$ cat src/rtl/sha256_pkg.sv
// sha256_pkg: shared SHA256 widths, digest/word types and the word slice helper
package sha256_pkg;
  localparam int SHA256_DIGEST_W = 256;
  localparam int SHA256_WORD_W = 32;
  localparam int SHA256_WORDS = 8;
  typedef logic [SHA256_DIGEST_W-1:0] digest_t;
  typedef logic [SHA256_WORD_W-1:0] word_t;
  typedef logic [$clog2(SHA256_WORDS)-1:0] widx_t;
  // word k of a digest in send order; msw=1 starts at H0 (bits 255:224)
  function automatic word_t word_sel(digest_t d, widx_t k, logic msw);
    word_t [SHA256_WORDS-1:0] w;
    w = d;
    return w[msw ? ~k : k];
  endfunction
endpackage

$ cat src/rtl/sha256_digest_buf.sv
// sha256_digest_buf: DEPTH x 256-bit circular digest buffer with push/pop/full handling
module sha256_digest_buf
  import sha256_pkg::*;
#(
  parameter int DEPTH = 2
) (
  input  logic                   clk,
  input  logic                   reset_n,
  input  logic                   wr_req,
  input  digest_t                wr_data,
  input  logic                   pop,
  output digest_t                rd_data,
  output logic [$clog2(DEPTH):0] level,
  output logic                   drop
);
  localparam int PW = $clog2(DEPTH);
  localparam int LW = PW + 1;
  digest_t mem_q [DEPTH];
  logic [PW-1:0] wr_ptr_q, wr_ptr_d, rd_ptr_q, rd_ptr_d;
  logic [LW-1:0] level_q, level_d;
  logic push;
  // a full buffer still accepts a digest when the head leaves on the same edge
  always_comb begin
    push = wr_req & ((level_q != LW'(DEPTH)) | pop);
    wr_ptr_d = wr_ptr_q + PW'(push);
    rd_ptr_d = rd_ptr_q + PW'(pop);
    level_d = level_q + LW'(push) - LW'(pop);
  end
  // pointer and occupancy registers
  always_ff @(posedge clk) begin
    if (!reset_n) begin
      wr_ptr_q <= '0;
      rd_ptr_q <= '0;
      level_q <= '0;
    end else begin
      wr_ptr_q <= wr_ptr_d;
      rd_ptr_q <= rd_ptr_d;
      level_q <= level_d;
    end
  end
  // digest storage, deliberately not reset
  always_ff @(posedge clk) begin
    if (push) mem_q[wr_ptr_q] <= wr_data;
  end
  assign rd_data = mem_q[rd_ptr_q];
  assign level = level_q;
  assign drop = wr_req & ~push;
endmodule

$ cat src/rtl/sha256_digest_ser.sv
// sha256_digest_ser: buffers SHA256 digests and streams them as 8 x 32-bit words; SHA256_SER_DROP_CNT_EN adds drop_cnt/drop_clr
module sha256_digest_ser
  import sha256_pkg::*;
#(
  parameter int DEPTH = 2,
  parameter bit MSW_FIRST = 1
) (
  input  logic                   clk,
  input  logic                   reset_n,
  input  logic                   d_valid,
  input  logic [255:0]           d_data,
  output logic                   o_valid,
  output logic [31:0]            o_data,
  output logic                   o_last,
  input  logic                   o_ready,
  output logic                   d_drop,
  output logic [$clog2(DEPTH):0] level
`ifdef SHA256_SER_DROP_CNT_EN
  ,
  input  logic                   drop_clr,
  output logic [7:0]             drop_cnt
`endif
);
  digest_t rd_data;
  widx_t cnt_q, cnt_d;
  logic d_drop_q, d_drop_d;
  logic xfer, pop, drop;
  sha256_digest_buf #(.DEPTH(DEPTH)) u_buf (
    .clk     (clk),
    .reset_n (reset_n),
    .wr_req  (d_valid),
    .wr_data (d_data),
    .pop     (pop),
    .rd_data (rd_data),
    .level   (level),
    .drop    (drop)
  );
  assign o_valid = level != '0;
  assign xfer = o_valid & o_ready;
  assign pop = xfer & (&cnt_q);
  assign o_data = o_valid ? word_sel(rd_data, cnt_q, MSW_FIRST) : '0;
  assign o_last = o_valid & (&cnt_q);
  assign d_drop = d_drop_q;
  // word counter advances per transfer and wraps into the next digest
  always_comb begin
    cnt_d = cnt_q + widx_t'(xfer);
    d_drop_d = drop;
  end
  // word counter and drop pulse registers
  always_ff @(posedge clk) begin
    if (!reset_n) begin
      cnt_q <= '0;
      d_drop_q <= 1'b0;
    end else begin
      cnt_q <= cnt_d;
      d_drop_q <= d_drop_d;
    end
  end
`ifdef SHA256_SER_DROP_CNT_EN
  logic [7:0] drop_cnt_q, drop_cnt_d;
  // saturating drop count; clear wins over an increment
  always_comb begin
    drop_cnt_d = drop_clr ? 8'd0 : (d_drop_q && drop_cnt_q != 8'hff) ? drop_cnt_q + 8'd1 : drop_cnt_q;
  end
  // drop count register
  always_ff @(posedge clk) begin
    if (!reset_n) drop_cnt_q <= '0;
    else drop_cnt_q <= drop_cnt_d;
  end
  assign drop_cnt = drop_cnt_q;
`endif
endmodule
$ cat config.mk
export PLATFORM = sky130hd
export DESIGN_NAME = sha256_digest_ser
export DESIGN_NICKNAME = d
export VERILOG_FILES = /design/src/rtl/sha256_pkg.sv /design/src/rtl/sha256_digest_buf.sv /design/src/rtl/sha256_digest_ser.sv
export SDC_FILE = /design/constraint.sdc
export NUM_CORES = 1
export LEC_CHECK = 0
export CAP_MARGIN = 20
export CORE_UTILIZATION = 40
export DETAILED_ROUTE_END_ITERATION = 7
export PLACE_DENSITY = 0.6
export SLEW_MARGIN = 40
export SYNTH_ARGS = -nofsm -noshare
export SYNTH_HDL_FRONTEND = slang
export SYNTH_HIERARCHICAL = 1
export SYNTH_SLANG_ARGS = --single-unit
$ cat constraint.sdc
create_clock -name clk -period 11.2 [get_ports clk]
set_clock_uncertainty 0.15 [all_clocks]
set_input_delay 3.36 -clock clk [delete_from_list [all_inputs] [get_ports clk]]
set_output_delay 3.36 -clock clk [all_outputs]
set_load 0.005 [all_outputs]
# Word-level counts from Yosys, hierarchy flattened
# Memories as Yosys holds them, arrays and structs flattened. A register that Yosys moved wholly into a read port is not among the register bits.
# Index checks and enable logic that the tools add are counted.
# totals
input_bits,260
mem_count,1
out_inout_bits,37
mem_bits_rw,512
wordCells,29
reg_bits,8
# op_classes
reduce_logical,2
n_addsub,5
n_mux,6
bitwise,8
magnitude_cmp,1
eq_ne,1
# mem_list
name,words,word_bits,read_ports,rd_clocked_by_memory_dff,wr,line,source
u_buf.mem_q,2,256,1,1,1,sha256_digest_buf.sv:18,digest_t mem_q [DEPTH];
# ops
op,count
$bmux W32 S3,1
$mux W32,2
$and A1 B1 Y1,5
$lt A3 B4 Y1 const B,1
$add A3 B1 Y3,1
$mux W1,3
$not A3 Y3,1
$reduce_and A3 Y1,1
$add A1 B1 Y1,2
$add A2 B1 Y2,1
$ne A2 B2 Y1 const B,1
$reduce_bool A2 Y1,1
$sub A2 B1 Y2,1
$not A1 Y1,1
$or A1 B1 Y1,1

# Depth between registers and ports, before layout
# Gate-level depths: netlist of run 1.
# logic_depth
ltp_word,7
depth_mapped,13
ltp_nobuf,10

# Modules after synthesis
# The synthesis of run 1 kept the hierarchy.
# by_module_without_submodules
module,cells_each,n_inst,seq_area_each_um2,area_per_inst_um2
sha256_digest_buf,818,1,15474.8,18810.5
sha256_digest_ser,314,1,80.1,2537.4

# Worst setup path after synthesis of run 1
# OpenSTA, ideal clock, no wires.
# synth_path
kind,input -> register
from,input o_ready
to,"memory u_buf/mem_q[1][0] (netlist bit), enable pin"
slack_ns,0.642
stages,4
n_path_buf,0
setup_ns,0.651
required_time_ns,10.399
arrival_ns,9.757
path_cell_list,and2_1 -> nor2_1 -> a21boi_0 -> ha_1
# synth_between
elab_chain_cells,6
# synth_rtl
item,line,source
from (decl),sha256_digest_ser.sv:15,"input logic o_ready,"
$and A1 B1 Y1,sha256_digest_ser.sv:39,assign xfer = o_valid & o_ready;
$and A1 B1 Y1,sha256_digest_ser.sv:40,assign pop = xfer & (&cnt_q);
$or A1 B1 Y1,sha256_digest_buf.sv:24,push = wr_req & ((level_q != LW'(DEPTH)) | pop);
$and A1 B1 Y1,sha256_digest_buf.sv:24,
$mux W1,sha256_digest_buf.sv:43,if (push) mem_q[wr_ptr_q] <= wr_data;
$mux W1 (implied by the code),sha256_digest_buf.sv:43,
to (decl),sha256_digest_buf.sv:18,
# Every way passes these cells.

==> run summary, run 1 <==
Post-DRT Antenna Nets: 0
Synth Net Count: 1398
post-route worst setup slack: 3.78 ns
Post-Synth Simple-Gate Area: 2.87%
main combinational cell family by area after synthesis: multiplexers
pin count of the biggest net entering global routing: 96
final setup fails: 0
EDFF count, synth: 512
initial antenna violation count: 13
clk sinks: 521
clk buf depth: 3
Layout Nets: 1703
setup_tns: 0 ns
DRC: 0
Avg Synthesized Cell Area: 18.9 sq um
MaxCap Viol Count: 0
Post-Place Worst Slack: 4.02 ns
number of global-route vias before repair: 11807
number of library cell types mapped by synthesis: 27
share of layout cells above drive strength 1: 23.8%
crit-path max FO: 95
complex-gate fraction of the synthesized area: 1.49%
CTS tree: done
Tmin final: 7.42 ns
top cell type's share of synthesized area: 72.0%
largest vdd supply drop: 0.106 mV
total CTS buffers: 56
hpwl dp: 32000 um
hold buffer count at cts: 0
fillers: 4332
f_max: 0.135 GHz
Reg clk slew, reported paths: 0.06 ns
row cnt: 84
sequential fraction of the synthesis area: 72.9%
Seq cells post-synth: 521
normalized max-slew margin: 47.1%
number of vias per cell: 5.12
grt total ovfl: 0
register-to-register setup slack: 6.22 ns
Cell Area, Synth: 21300 sq um
Final Non-Filler Cells: 2175
Synth top cells by count: edfxtp_1 (512), mux2_2 (256), mux2i_1 (128)
mux share of post-synthesis cell area: 19.5%
Slew @ Worst Pin: 0.793 ns
I/O pin count: 297
full die area: 54300 sq um
Primary FF master, synth: edfxtp_1
die span in x: 233 um
Initial Utilization: 40.5%
Worst-Skew Late Latency: 0.60 ns
Final Util: 50.6%
Via Count: 11137
Final Max Slew Viols: 0
Core ar.: 52700 sq um
Port Buf Inserts: 296
Hold Path Class: register to register
Worst Setup End Kind: output pin
drt wl/cell: 23.0 um
synth warn: 6
Post-Route WL: 49900 um
Mapped Cells: 1132
Initial DRC Count: 417
placed insts: 2066
final weighted congestion in routability-driven placement: 0.783
hold depth: 2
Die Ht: 233 um
H-tree levels: 2
root buf cell: clkbuf_16
hold_ws: 0.427 ns
CTS resizes: 0
setup repair bufs after CTS: 0
Critical Path RT: 7.69 ns
Synth area leader: edfxtp_1
1st-pass router iterations: 4
final hold violations: 0
PwrDens: 170 nW/um^2
Power Total: 4.52 mW
first-pass GRT wire length: 72500 um
P_leak: 8.49 nW
Adder-Cell Fraction of Synth Area: 0.352%
WS Path Type: register to output pin
async set-reset flop share out of synthesis: 0%
Cell Area, Placed: 24900 sq um
reg2reg end: u_buf/mem_q[1][40]
xor/xnor share of the synthesized area: 0.188%
period utilization: 66.3%
Global Route Usage Sum: 18.3%
dominant cells by area after synthesis: edfxtp_1 (72%), mux2_2 (14%), mux2i_1 (6.0%)
CP Cell Sequence: buf_12, buf_16, mux2_2, mux2i_1, o32ai_1, or3_1, clkdlybuf4s50_1
CP startpoint kind: register
status: complete, no violations
top-count cell post-synth: edfxtp_1
area grow syn2layout: 24.7%
unrepaired setup endpoints after global routing: false
Reg2Reg Launch Point: cnt_q[1]
Min-Delay Startpoint: u_buf/rd_ptr_q
Data arrival, critical path: 3.91 ns
slowest cell delay on critical path: 0.59 ns
Final Cell Area: 26600 sq um
Crit-path slowest cell: dfxtp_4
R2R depth: 10
## worst max-delay path by stage
stage                   from           endpoint  cells past startpoint
finish              register          o_data[3]                      7
CTS                 cnt_q[2]         o_data[16]                      5
global placement    cnt_q[2]         o_data[16]                      5
global route        register          o_data[3]                      7
floorplan            o_ready  u_buf/mem_q[1][0]                      4
detailed placement  cnt_q[2]         o_data[16]                      5
## flip-flops by register name (all words and copies together), names as in the netlist, named ones only
signal	flops
u_buf/wr_ptr_q	1
d_drop	1
u_buf/mem_q	512
cnt_q	3
u_buf/rd_ptr_q	1
u_buf/level	2
## area by class of cell
| class | instances | area, sq um | share of cell area (%) |
|---|---|---|---|
| diodes | 5 | 12.5 | 0.0470 |
| clock buffers | 72 | 1490 | 5.61 |
| clock inverters | 31 | 198 | 0.742 |
| inverters | 3 | 11.3 | 0.0423 |
| multi-input cells | 542 | 5260 | 19.7 |
| flip-flops and latches | 521 | 15600 | 58.5 |
| well taps | 688 | 861 | 3.23 |
| repair buffers | 313 | 3230 | 12.1 |
## power by group
| part | total (mW) | internal (mW) | switching, mW |
|---|---|---|---|
| clock | 1.71 | 0.980 | 0.727 |
| combinational | 0.458 | 0.231 | 0.227 |
| sequential | 2.36 | 2.32 | 0.0345 |
| total | 4.52 | 3.53 | 0.988 |
## critical path: cells and delay by family (launching register included)
family	cells	cell delay, ns
flip-flops	1	0.59
multiplexers	2	0.80
AO/OA/AOI/OAI	1	0.14
buffers and inverters	3	1.30
AND/OR/NAND/NOR	1	0.35
## cell usage in the layout (no fill, tap or decap), drive strengths merged, types with 17 or more instances in the layout
master         instances
edfxtp               512
clkdlybuf4s50        296
mux2                 256
mux2i                128
clkbuf                72
nor3                  64
o32ai                 32
or3                   32
clkinv                26
buf                   17
## cell families after synthesis
family	count (synthesis)
XOR/XNOR	3
buffers and inverters	69
adder cells (fa/ha/maj)	6
flip-flops	521
AND/OR/NAND/NOR	112
AO/OA/AOI/OAI	37
multiplexers	384
## per-layer routing
| metal | routed length (um) | vias up | global-route usage, % |
|---|---|---|---|
| li1 | - | 5155 | - |
| met4 | 1370 | 20 | 6.47 |
| met2 | 25000 | 315 | 31.6 |
| met1 | 19900 | 5562 | 21.7 |
| met3 | 3490 | 85 | 5.25 |
| met5 | 123 | - | 0 |
No activity file was read; power rests on OpenSTA's default activity.
==> run 2: changes to the inputs <==
clock period = 7.57 ns   (was 11.2 ns; I/O delays follow)
==> run 2 against run 1 <==
Final cell count about the same. Non-clock buffer count up 10. Critical path depth unchanged. Global-route usage about the same. Routed wire length up 0.44%. Critical path type unchanged. Highest routed layer unchanged.
==> run summary, run 2 (synthesis results as in run 1) <==
WL met1: 20800 um
Layout Nets: 1712
Final Max Slew Viols: 0
Final Non-Filler Cells: 2177
grt total ovfl: 0
crit-path max FO: 77
Hold Path Class: register to register
final setup fails: 0
Global Route Usage Sum: 18.4%
PwrDens: 253 nW/um^2
DRC: 0
CP startpoint kind: register
1st-pass router iterations: 5
Most flops, register: u_buf/mem_q
share of layout cells above drive strength 1: 24.6%
normalized max-slew margin: 42.9%
f_max: 0.167 GHz
initial antenna violation count: 13
commonest non-fill, non-tap cell in the layout: edfxtp_1
Final Util: 50.9%
routed wl met2: 25100 um
hpwl dp: 32200 um
drt wl/cell: 23.0 um
clk buf depth: 3
Worst Setup End Kind: output pin
root buf cell: clkbuf_16
R2R depth: 9
area grow syn2layout: 25.5%
unrepaired setup endpoints after global routing: false
final weighted congestion in routability-driven placement: 0.767
worst hold endpoint: u_buf/rd_ptr_q
total CTS buffers: 55
Initial Utilization: 40.5%
hold buffer count at cts: 0
P_leak: 8.58 nW
Min-Delay Startpoint: u_buf/rd_ptr_q
setup repair bufs after CTS: 0
Core ar.: 52700 sq um
number of global-route vias before repair: 11560
pin count of the biggest net entering global routing: 78
period utilization: 79.1%
commonest cells after routing, fill and taps aside: edfxtp_1 (512), clkdlybuf4s50_1 (296), mux2_2 (256)
WS Path Type: register to output pin
post-route worst setup slack: 1.58 ns
Post-DRT Antenna Nets: 0
Reg2Reg Launch Point: u_buf/level[1]
Tmin final: 5.99 ns
final hold violations: 0
CTS tree: done
placed insts: 2077
row cnt: 84
Port Buf Inserts: 296
Initial DRC Count: 653
largest vdd supply drop: 0.189 mV
H-tree levels: 2
DR top layer: met5
Data arrival, critical path: 3.57 ns
die span in x: 233 um
Post-Place Worst Slack: 2.11 ns
reg2reg end: u_buf/mem_q[0][112]
Reg clk slew, reported paths: 0.06 ns
CTS resizes: 0
setup_tns: 0 ns
Worst-Skew Late Latency: 0.59 ns
Die Ht: 233 um
register-to-register setup slack: 3.61 ns
Post-Route WL: 50200 um
hold depth: 2
I/O pin count: 297
max reg flops: 512
Via Count: 11195
Critical Path RT: 5.15 ns
number of vias per cell: 5.14
full die area: 54300 sq um
clk sinks: 521
MaxCap Viol Count: 0
first-pass GRT wire length: 72500 um
Slew @ Worst Pin: 0.854 ns
status: complete, no violations
DR WL met3: 3350 um
==> run 2: changes by cell type in the layout (fill, tap and decap cells not counted), sizes merged, moves of 2 or more <==
cell | previous run | this run
clkinv | 26 | 21
buf | 17 | 27
diode | 5 | 3
bufinv | 2 | 5
inv | 4 | 2
==> run 2: stage by stage <==
step | hold WS [ns] | instance area [sq um] | total power, mW
after detailed placement | 0.427 | 25100 | 4.24
after global placement | 0.419 | 25000 | 4.22
after global routing | 0.484 | 26800 | 7.02
after floorplan | 0.385 | 21300 | 3.92
final | 0.438 | 26800 | 6.77
after CTS | 0.438 | 26800 | 6.86
==> run 2: critical path, cell delays in order, from the launching register on <==
cell	delay [ns]
dfxtp_4	0.62
buf_12	0.29
buf_12	0.34
mux2_2	0.40
mux2i_1	0.21
nor3_1	0.07
or3_1	0.44
clkdlybuf4s50_1	0.47
==> run 2: report_power, final <==
part	internal [mW]	switching (mW)
clock network	1.53	1.06
logic	0.350	0.337
registers	3.43	0.0511
==> run 2: metal layers <==
layer | global-route usage, % | vias up
met5 | 0 | -
met4 | 4.72 | 18
met3 | 5.06 | 79
met2 | 31.1 | 287
met1 | 23.0 | 5654
li1 | - | 5157
==> run 2: cell type report <==
type	instances	area, sq um
Clock inverter	26	248
Antenna cell	3	7.51
Tap cell	688	861
Timing Repair Buffer	323	3350
Fill cell	4333	25900
Clock buffer	71	1480
Sequential cell	521	15600
Multi-Input combinational cell	542	5270
Inverter	3	11.3
==> run 2: how the worst max path moves through the flow <==
| stage | startpoint | to | slack (ns) | cells past startpoint |
|---|---|---|---|---|
| 2_1_floorplan | o_ready | u_buf/mem_q[1][0] | -1.90 | 4 |
| 3_3_place_gp | register | o_data[12] | 1.99 | 6 |
| 3_5_place_dp | register | o_data[20] | 2.11 | 7 |
| 4_1_cts | register | o_data[20] | 1.46 | 7 |
| 5_1_grt | register | o_data[20] | 1.41 | 7 |
| 6_report | register | o_data[20] | 1.58 | 7 |
